### src/rtl/bus_decoder_if.sv
// Core-side request/response and target-side fan-out signals of the bus decoder.
// The slave modport is the decoder's view; master is the core/target environment.
interface bus_decoder_if;
    logic        req_valid;
    logic        req_we;
    logic [31:0] req_addr;
    logic [31:0] req_wdata;
    logic [3:0]  req_wstrb;
    logic        req_ready;

    logic        rsp_valid;
    logic [31:0] rsp_rdata;
    logic        rsp_err;

    logic [3:0]  t_sel;
    logic        t_we;
    logic [31:0] t_addr;
    logic [31:0] t_wdata;
    logic [3:0]  t_wstrb;
    logic [3:0]  t_ack;
    logic [31:0] t_rdata0;
    logic [31:0] t_rdata1;
    logic [31:0] t_rdata2;
    logic [31:0] t_rdata3;

    modport slave (
        input  req_valid, req_we, req_addr, req_wdata, req_wstrb,
        output req_ready,
        output rsp_valid, rsp_rdata, rsp_err,
        output t_sel, t_we, t_addr, t_wdata, t_wstrb,
        input  t_ack, t_rdata0, t_rdata1, t_rdata2, t_rdata3
    );

    modport master (
        output req_valid, req_we, req_addr, req_wdata, req_wstrb,
        input  req_ready,
        input  rsp_valid, rsp_rdata, rsp_err,
        input  t_sel, t_we, t_addr, t_wdata, t_wstrb,
        output t_ack, t_rdata0, t_rdata1, t_rdata2, t_rdata3
    );
endinterface

### src/rtl/bus_decoder.sv
// Single-outstanding-request address decoder and response router: one core
// request is steered to one of four targets, then an ack or timeout is returned.
module bus_decoder #(
    parameter logic [3:0]  T0_BASE = 4'h0,
    parameter logic [3:0]  T1_BASE = 4'h1,
    parameter logic [3:0]  T2_BASE = 4'h2,
    parameter logic [3:0]  T3_BASE = 4'h3,
    parameter int unsigned TIMEOUT = 15
) (
    input logic          clk,
    input logic          reset,
    bus_decoder_if.slave bus
);
    localparam int unsigned CNT_W = 8;
    localparam int unsigned DW    = 32;
    localparam logic [CNT_W-1:0] TIMEOUT_C = CNT_W'(TIMEOUT);

    typedef enum logic [1:0] {IDLE, ACCESS, RESP} state_e;

    state_e          state_q, state_d;
    logic [CNT_W-1:0] cnt_q, cnt_d;
    logic            we_q, we_d;
    logic [DW-1:0]   addr_q, addr_d;
    logic [DW-1:0]   wdata_q, wdata_d;
    logic [3:0]      wstrb_q, wstrb_d;
    logic [1:0]      sel_idx_q, sel_idx_d;
    logic [3:0]      t_sel_q, t_sel_d;
    logic            rsp_valid_q, rsp_valid_d;
    logic [DW-1:0]   rsp_rdata_q, rsp_rdata_d;
    logic            rsp_err_q, rsp_err_d;

    logic            dec_hit;
    logic [1:0]      dec_idx;
    logic            ack_sel;
    logic [DW-1:0]   rdata_sel;

    // Address decode; the if-chain gives the lowest-numbered target priority.
    always_comb begin
        dec_hit = 1'b1;
        dec_idx = 2'd0;
        if (bus.req_addr[31:28] == T0_BASE)      dec_idx = 2'd0;
        else if (bus.req_addr[31:28] == T1_BASE) dec_idx = 2'd1;
        else if (bus.req_addr[31:28] == T2_BASE) dec_idx = 2'd2;
        else if (bus.req_addr[31:28] == T3_BASE) dec_idx = 2'd3;
        else                                     dec_hit = 1'b0;
    end

    always_comb begin
        ack_sel = bus.t_ack[sel_idx_q];
        case (sel_idx_q)
            2'd0:    rdata_sel = bus.t_rdata0;
            2'd1:    rdata_sel = bus.t_rdata1;
            2'd2:    rdata_sel = bus.t_rdata2;
            default: rdata_sel = bus.t_rdata3;
        endcase
    end

    always_ff @(posedge clk) begin
        if (reset) begin
            state_q     <= IDLE;
            cnt_q       <= '0;
            we_q        <= 1'b0;
            addr_q      <= '0;
            wdata_q     <= '0;
            wstrb_q     <= '0;
            sel_idx_q   <= '0;
            t_sel_q     <= '0;
            rsp_valid_q <= 1'b0;
            rsp_rdata_q <= '0;
            rsp_err_q   <= 1'b0;
        end else begin
            state_q     <= state_d;
            cnt_q       <= cnt_d;
            we_q        <= we_d;
            addr_q      <= addr_d;
            wdata_q     <= wdata_d;
            wstrb_q     <= wstrb_d;
            sel_idx_q   <= sel_idx_d;
            t_sel_q     <= t_sel_d;
            rsp_valid_q <= rsp_valid_d;
            rsp_rdata_q <= rsp_rdata_d;
            rsp_err_q   <= rsp_err_d;
        end
    end

    always_comb begin
        state_d     = state_q;
        cnt_d       = cnt_q;
        we_d        = we_q;
        addr_d      = addr_q;
        wdata_d     = wdata_q;
        wstrb_d     = wstrb_q;
        sel_idx_d   = sel_idx_q;
        t_sel_d     = '0;
        rsp_valid_d = 1'b0;
        rsp_rdata_d = rsp_rdata_q;
        rsp_err_d   = rsp_err_q;

        case (state_q)
            IDLE: begin
                if (bus.req_valid) begin
                    we_d    = bus.req_we;
                    addr_d  = bus.req_addr;
                    wdata_d = bus.req_wdata;
                    wstrb_d = bus.req_wstrb;
                    if (dec_hit) begin
                        state_d   = ACCESS;
                        cnt_d     = '0;
                        sel_idx_d = dec_idx;
                        t_sel_d   = 4'(1) << dec_idx;
                    end else begin
                        state_d     = RESP;
                        rsp_valid_d = 1'b1;
                        rsp_err_d   = 1'b1;
                        rsp_rdata_d = '0;
                    end
                end
            end
            ACCESS: begin
                if (ack_sel) begin
                    state_d     = RESP;
                    rsp_valid_d = 1'b1;
                    rsp_err_d   = 1'b0;
                    rsp_rdata_d = we_q ? '0 : rdata_sel;
                end else begin
                    cnt_d = cnt_q + CNT_W'(1);
                    if (cnt_d == TIMEOUT_C) begin
                        state_d     = RESP;
                        rsp_valid_d = 1'b1;
                        rsp_err_d   = 1'b1;
                        rsp_rdata_d = '0;
                    end else begin
                        t_sel_d = t_sel_q;
                    end
                end
            end
            RESP:    state_d = IDLE;
            default: state_d = IDLE;
        endcase
    end

    // req_ready is the only output allowed a combinational term (reset).
    assign bus.req_ready = (state_q == IDLE) && !reset;
    assign bus.rsp_valid = rsp_valid_q;
    assign bus.rsp_rdata = rsp_rdata_q;
    assign bus.rsp_err   = rsp_err_q;
    assign bus.t_sel     = t_sel_q;
    assign bus.t_we      = we_q;
    assign bus.t_addr    = addr_q;
    assign bus.t_wdata   = wdata_q;
    assign bus.t_wstrb   = wstrb_q;
endmodule

### src/flat_wrapper.sv
// flat-port wrapper written by rule: the top's interface ports become plain ports
module bus_decoder_flat 
#(
    parameter logic [3:0]  T0_BASE = 4'h0,
    parameter logic [3:0]  T1_BASE = 4'h1,
    parameter logic [3:0]  T2_BASE = 4'h2,
    parameter logic [3:0]  T3_BASE = 4'h3,
    parameter int unsigned TIMEOUT = 15
)
  (clk, reset, bus_req_valid, bus_req_we, bus_req_addr, bus_req_wdata, bus_req_wstrb, bus_req_ready, bus_rsp_valid, bus_rsp_rdata, bus_rsp_err, bus_t_sel, bus_t_we, bus_t_addr, bus_t_wdata, bus_t_wstrb, bus_t_ack, bus_t_rdata0, bus_t_rdata1, bus_t_rdata2, bus_t_rdata3);
  bus_decoder_if bus_i ();
  input logic clk;
  input logic reset;
  input wire logic [$bits(bus_i.req_valid)-1:0] bus_req_valid;
  input wire logic [$bits(bus_i.req_we)-1:0] bus_req_we;
  input wire logic [$bits(bus_i.req_addr)-1:0] bus_req_addr;
  input wire logic [$bits(bus_i.req_wdata)-1:0] bus_req_wdata;
  input wire logic [$bits(bus_i.req_wstrb)-1:0] bus_req_wstrb;
  output wire logic [$bits(bus_i.req_ready)-1:0] bus_req_ready;
  output wire logic [$bits(bus_i.rsp_valid)-1:0] bus_rsp_valid;
  output wire logic [$bits(bus_i.rsp_rdata)-1:0] bus_rsp_rdata;
  output wire logic [$bits(bus_i.rsp_err)-1:0] bus_rsp_err;
  output wire logic [$bits(bus_i.t_sel)-1:0] bus_t_sel;
  output wire logic [$bits(bus_i.t_we)-1:0] bus_t_we;
  output wire logic [$bits(bus_i.t_addr)-1:0] bus_t_addr;
  output wire logic [$bits(bus_i.t_wdata)-1:0] bus_t_wdata;
  output wire logic [$bits(bus_i.t_wstrb)-1:0] bus_t_wstrb;
  input wire logic [$bits(bus_i.t_ack)-1:0] bus_t_ack;
  input wire logic [$bits(bus_i.t_rdata0)-1:0] bus_t_rdata0;
  input wire logic [$bits(bus_i.t_rdata1)-1:0] bus_t_rdata1;
  input wire logic [$bits(bus_i.t_rdata2)-1:0] bus_t_rdata2;
  input wire logic [$bits(bus_i.t_rdata3)-1:0] bus_t_rdata3;
  assign bus_i.req_valid = bus_req_valid;
  assign bus_i.req_we = bus_req_we;
  assign bus_i.req_addr = bus_req_addr;
  assign bus_i.req_wdata = bus_req_wdata;
  assign bus_i.req_wstrb = bus_req_wstrb;
  assign bus_req_ready = bus_i.req_ready;
  assign bus_rsp_valid = bus_i.rsp_valid;
  assign bus_rsp_rdata = bus_i.rsp_rdata;
  assign bus_rsp_err = bus_i.rsp_err;
  assign bus_t_sel = bus_i.t_sel;
  assign bus_t_we = bus_i.t_we;
  assign bus_t_addr = bus_i.t_addr;
  assign bus_t_wdata = bus_i.t_wdata;
  assign bus_t_wstrb = bus_i.t_wstrb;
  assign bus_i.t_ack = bus_t_ack;
  assign bus_i.t_rdata0 = bus_t_rdata0;
  assign bus_i.t_rdata1 = bus_t_rdata1;
  assign bus_i.t_rdata2 = bus_t_rdata2;
  assign bus_i.t_rdata3 = bus_t_rdata3;
  bus_decoder #(.T0_BASE(T0_BASE), .T1_BASE(T1_BASE), .T2_BASE(T2_BASE), .T3_BASE(T3_BASE), .TIMEOUT(TIMEOUT)) u_core (.clk(clk), .reset(reset), .bus(bus_i));
endmodule
### config.mk
export PLATFORM = sky130hd
export DESIGN_NAME = bus_decoder_flat
export DESIGN_NICKNAME = d
export VERILOG_FILES = /design/src/rtl/bus_decoder_if.sv /design/src/rtl/bus_decoder.sv /design/src/flat_wrapper.sv
export SDC_FILE = /design/constraint.sdc
export NUM_CORES = 1
export LEC_CHECK = 0
export ABC_AREA = 1
export ABC_CLOCK_PERIOD_IN_PS = 4800
export BUFFER_PORTS_ARGS = -buffer_cell sky130_fd_sc_hd__buf_4
export CORE_AREA = 2 2 120 122
export CTS_CLUSTER_SIZE = 28
export DETAILED_ROUTE_END_ITERATION = 8
export DIE_AREA = 0 0 122 124
export GPL_ROUTABILITY_DRIVEN = 0
export PLACE_DENSITY_LB_ADDON = 0.05
export SYNTH_ARGS = -nofsm -noshare
export SYNTH_HDL_FRONTEND = slang
export SYNTH_SLANG_ARGS = --single-unit
### constraint.sdc
create_clock -name clk -period 4.8 [get_ports clk]
set_clock_uncertainty 0.15 [all_clocks]
set_input_delay 0.48 -clock clk [delete_from_list [all_inputs] [get_ports clk]]
set_output_delay 0.48 -clock clk [all_outputs]
set_load 0.005 [all_outputs]
==> run_results.csv, run 1 <==
group,metric,value,unit
clock_network,clk_pin_slew,0.05,ns
routing,drtIter0Drc,461,
status,status,"complete, no violations",
worst_setup_path,critPathArrivalTime,2.64,ns
routing,vias,6314,
worst_setup_path,path_class,"flop to flop",
floorplan,fp.dieH,124,um
floorplan,ios,312,
worst_setup_path,cpPeakStageDelay,0.51,ns
power,p_clk_frac,0.431,
floorplan,initial_utilization,0.403,
worst_setup_path,crit_path_max_fanout,63,
worst_setup_path,path_cells,"ha_1, nand3_2, nor2_1, nand2_1, nand2_1, nor2_1, nand3_2, nand3_4, nand2_2, nand2_1, nand2_1, nor2_1",
sta,timing.setup.tns,0,ns
yosys,avgSynthCellArea,6.66,um^2
placement,port_buffers,311,
yosys,synthCells,830,
yosys,postSynth.asyncResetShare,0,
worst_setup_path,critPathSlowestCell,"nand3_4",
placement,dp.cells,1269,
yosys,syn-num-nets,1036,
power,p_leak,4.01,nW
clock_network,cts.sinks,119,
floorplan,rows,43,
clock_network,post_cts_resized,0,
power,power,3.00,mW
yosys,syn_area,5530,um^2
power,ir_drop,0.000280,V
clock_network,cts_buffer_depth,2,
placement,postPlaceCellArea,7870,um^2
power,p_int,2.23,mW
yosys,synth_warnings,0,
cells_and_area,area_delta_synth_final,53.1,%
sta,fin_crit_sh,0.519,
yosys,yosys.area.top_type,"dfxtp_1",
clock_network,h-tree-depth,4,
sta,final_max_slew_viol_count,0,
floorplan,die_x,122,um
run,maxCapViolCount,0,
yosys,ys_ff_latch,119,
worst_setup_path,cp_data_required_time,4.95,ns
yosys,synth_seq_area_share,0.431,
routing,route.detailed.drc,0,
cells_and_area,layout-drive-gt1-share,0.321,
global_routing,overflow,0,
clock_network,hold_buffers,0,
worst_setup_path,startpoint_type,"flop",
yosys,ys_types,25,
routing,via_per_inst,4.85,
yosys,synth_area_leaders,"dfxtp_1 (43%), nand2_1 (13%), nor2_1 (13%)",
global_routing,grt_pass1_wl,28400,um
routing,wl,19100,um
global_routing,grt_start_max_net_pins,71,
floorplan,die_area,15100,um^2
cells_and_area,fin_area,8470,um^2
worst_setup_path,critical_path.endpoint_type,"flop",
floorplan,core_area,13700,um^2
power,seq_power_share,0.376,
sta,grt_setup_unrepaired,"no",
sta,slew_headroom,0.299,
sta,worst_pin_slew,1.05,ns
sta,hold_viol_final,0,
cells_and_area,final_common_cell,"buf_4",
power,p_per_area,354,nW/um^2
routing,firstDrtPassIters,5,
cells_and_area,antennaDiodeCount,0,
yosys,synth_top_area_share,0.431,
sta,min_period,2.49,ns
routing,wire_per_inst,14.7,um
global_routing,antenna_found_initial,0,
routing,final_antenna_net_count,0,
clock_network,cts_made_buffers,17,
clock_network,clkLatencyLatePin,0.41,ns
power,p_comb_frac,0.192,
power,swShare,0.255,
cells_and_area,fin_nets,1314,
cells_and_area,layout_common_cells,"buf_4 (316), nand2_1 (194), nor2_1 (189)",
placement,dp_hpwl,13700,um
yosys,synth-main-ff-cell,"dfxtp_1",
global_routing,grt_pass1_vias,5593,
clock_network,cts_tree,"done",
clock_network,root_buffer,"clkbuf_16",
cells_and_area,fin_cells,1301,
power,power_switching,0.764,mW
global_routing,track_usage,0.243,
clock_network,cts_setup_buffers,0,
worst_setup_path,cpMostUsedCell,"nand2_1",
worst_hold_path,hold_path.class,"input pin to flop",
sta,finalSetupViolations,0,
yosys,synth_edf_count,0,
sta,max_freq,402,MHz
[power by group through the flow]
stage               Sequential, mW  Clock [mW]  Combinational [mW]
CTS                           1.13        1.31               0.583
global placement              1.14           0               0.580
detailed placement            1.15           0               0.581
floorplan                     1.15           0               0.259
finish                        1.13        1.29               0.576
global route                  1.14        1.36               0.644
[layer usage]
layer | global-route usage | part of all wire
met2 | 0.402 | 0.48
met5 | 0 | 0
met1 | 0.285 | 0.40
met4 | 0.0905 | 0.020
met3 | 0.0966 | 0.10
[cell usage after synthesis, types with 3 or more instances]
master    number
nand2_1      194
nor2_1       189
dfxtp_1      119
o21ai_0       74
nand3_1       70
a21oi_1       49
clkbuf_1      37
nand4_1       31
inv_1         24
buf_2          7
buf_4          6
buf_1          4
o21ai_1        4
buf_6          3
nor2_2         3
[flip-flops by register name, indices dropped and copies added (netlist names), 2 cells and up]
register / cells
u_core.bus.t_wstrb: 4
u_core.sel_idx_q: 2
u_core.bus.t_wdata: 32
u_core.bus.t_sel: 4
u_core.state_q: 2
u_core.bus.rsp_rdata: 32
u_core.cnt_q: 8
u_core.bus.t_addr: 32
[final timing paths]
| kind | from | to | slack [ns] | cells after the start |
|---|---|---|---|---|
| worst max-delay path | u_core.cnt_q[1] | u_core.bus.rsp_rdata[7] | 2.31 | 12 |
| worst min-delay path | bus_req_addr[14] | u_core.bus.t_addr[14] | 0.17 | 3 |
| worst max register to register | u_core.cnt_q[1] | u_core.bus.rsp_rdata[7] | 2.31 | 12 |
| worst min register to register | u_core.bus.rsp_err | u_core.bus.rsp_err | 0.30 | 2 |
[per-stage QoR]
step                hold slack, ns   util  setup WS [ns]
floorplan                    0.295      -           3.03
global placement             0.292  0.573           2.32
detailed placement           0.292  0.573           2.32
CTS                          0.156  0.617           2.31
global route                 0.174  0.617           2.07
finish                       0.168  0.617           2.31
[area by class of cell]
cell class              instances  area (um^2)
inverters                      26         97.6
fillers                      1346         5250
flip-flops and latches        119         2380
multi-input cells             628         2790
repair buffers                316         2370
clock inverters                 9          123
clock buffers                  23          478
well taps                     180          225
[worst max-delay path, delay by kind of cell, from the launching register on]
kind / cells / cell delay [ns]
adder cells (fa/ha/maj): 1 / 0.24
flip-flops: 1 / 0.38
AND/OR/NAND/NOR: 11 / 1.57
[kinds of logic after synthesis]
logic type,share of synthesized area
simple gates,0.378
compound gates,0.119
flops,0.431
buf+inv,0.0661
fa+ha+maj,0.00452
xor+xnor,0.00158
Note: power is estimated with default switching activity, not from simulation.
==> run 2, diff against run 1 <==
ABC_CLOCK_PERIOD_IN_PS = 2500   (was 4800)
clock period = 2.5 ns   (was 4.8 ns; I/O delays follow)
==> run 2 against run 1 <==
  * Utilization up 6.3 points
  * Clock-buffer cell count rose by 1
  * Clock power rose by 110%
  * Worst setup slack got worse by 2.1 ns
  * Flip-flop and latch count did not move
  * Hold slack lost 0.12 ns
  * Critical path type unchanged
==> run_results.csv, run 2 (synthesis gave the netlist of run 1 again) <==
group,metric,value,unit
cells_and_area,fillers,1208,
routing,vias,6768,
sta,final_max_slew_viol_count,0,
floorplan,fp.dieH,124,um
cells_and_area,ff_latch_area,2380,um^2
sta,max_freq,437,MHz
global_routing,overflow,0,
worst_setup_path,path_cells,"nor2_1, nand2_2, inv_2, buf_6, nand2_1, a21oi_1, dlygate4sd3_1",
worst_setup_path,reg2reg_slack,0.21,ns
clock_network,cts_tree,"done",
sta,fin_crit_sh,0.915,
sta,finalSetupViolations,0,
placement,port_buffers,311,
floorplan,initial_utilization,0.403,
cells_and_area,multiInputGateArea,2790,um^2
clock_network,clk_pin_slew,0.05,ns
floorplan,die_x,122,um
run,maxCapViolCount,0,
global_routing,grt_start_max_net_pins,69,
worst_setup_path,critical_path.endpoint_type,"flop",
worst_setup_path,crit_path_max_fanout,57,
global_routing,grt_pass1_wl,31500,um
global_routing,grt_pass1_vias,6411,
routing,via_per_inst,4.90,
worst_setup_path,cpPeakStageDelay,0.56,ns
cells_and_area,final_common_cell,"buf_4",
cells_and_area,antennaDiodeCount,0,
floorplan,ios,312,
clock_network,h-tree-depth,4,
routing,final_antenna_net_count,0,
routing,firstDrtPassIters,4,
sta,hold_viol_final,0,
floorplan,rows,43,
routing,wl,20800,um
sta,slew_headroom,0.532,
cells_and_area,layout-drive-gt1-share,0.309,
worst_setup_path,cp_data_required_time,2.71,ns
sta,worst_pin_slew,0.699,ns
worst_setup_path,r2r_cells,7,
worst_setup_path,critPathSlowestCell,"dlygate4sd3_1",
sta,grt_setup_unrepaired,"no",
cells_and_area,layout_common_cells,"buf_4 (323), nand2_1 (194), nor2_1 (189)",
clock_network,cts_made_buffers,17,
placement,dp_hpwl,14200,um
sta,timing.setup.tns,0,ns
routing,drtIter0Drc,381,
worst_hold_path,holdPathStages,3,
status,status,"complete, no violations",
routing,route.detailed.drc,0,
floorplan,die_area,15100,um^2
global_routing,antenna_found_initial,0,
power,p_leak,4.40,nW
clock_network,clkLatencyLatePin,0.42,ns
worst_setup_path,critPathArrivalTime,2.49,ns
floorplan,core_area,13700,um^2
cells_and_area,fin_util,0.680,
cells_and_area,fin_nets,1395,
power,p_per_area,651,nW/um^2
power,ir_drop,0.000521,V
worst_setup_path,startpoint_type,"flop",
worst_hold_path,hold_path.class,"input pin to flop",
clock_network,cts.sinks,119,
routing,wire_per_inst,15.1,um
cells_and_area,area_delta_synth_final,68.8,%
clock_network,cts_buffer_depth,2,
clock_network,root_buffer,"clkbuf_16",
sta,min_period,2.29,ns
worst_setup_path,path_class,"flop to flop",
global_routing,track_usage,0.267,
[run 2: metrics by stage]
stage	area [um^2]	cells	hold slack [ns]	power, mW	setup slack [ns]
2_1_floorplan	5530	830	0.244	2.70	0.733
3_3_place_gp	7970	1279	0.294	3.32	0.460
3_5_place_dp	7970	1279	0.306	3.33	0.410
4_1_cts	9330	1381	0.0412	6.11	0.0700
5_1_grt	9330	1381	0.0607	6.35	0.0684
6_report	9330	1381	0.0519	6.08	0.212
[run 2: worst paths after layout]
kind / from / end
max: u_core.state_q[1] / u_core.bus.t_addr[28]
min: bus_req_valid / u_core.bus.t_we
max reg2reg: u_core.state_q[1] / u_core.bus.t_addr[28]
min reg2reg: u_core.bus.t_sel[3] / u_core.bus.t_sel[3]
[run 2: repair_timing]
item                       4_1_cts  5_1_grt
gates resized for setup          0        1
setup endpoints to repair        0        1
hold endpoints to repair        77        0
setup buffers                    0        0
hold buffers                    71        0
[run 2: final cells by class]
cell class	count	area share
clock buffers	24	0.0548
clock inverters	7	0.0149
inverters	26	0.0105
multi-input cells	628	0.299
flip-flops and latches	119	0.255
well taps	180	0.0241
repair buffers	397	0.341
[run 2: critical path: cells and delay by family, from the launching register on]
kind	cells	cell delay (ns)
AOI/OAI and AO/OA	1	0.13
buffers and inverters	3	1.22
DFF	1	0.32
and+or+nand+nor	3	0.38
[run 2: per-layer routing]
metal  share of wire  vias to the layer above  track usage
met1            0.39                     3071        0.293
li1                -                     3430            -
met2            0.51                      243        0.476
met5               0                        -            0
met4           0.016                        0       0.0891
met3           0.091                       24       0.0989
[run 2: where the power goes]
| group | switching, mW | total [mW] | internal [mW] |
|---|---|---|---|
| Combinational | 0.565 | 1.23 | 0.663 |
| Clock | 0.857 | 2.68 | 1.82 |
| Sequential | 0.0996 | 2.17 | 2.07 |
| Total | 1.52 | 6.08 | 4.55 |
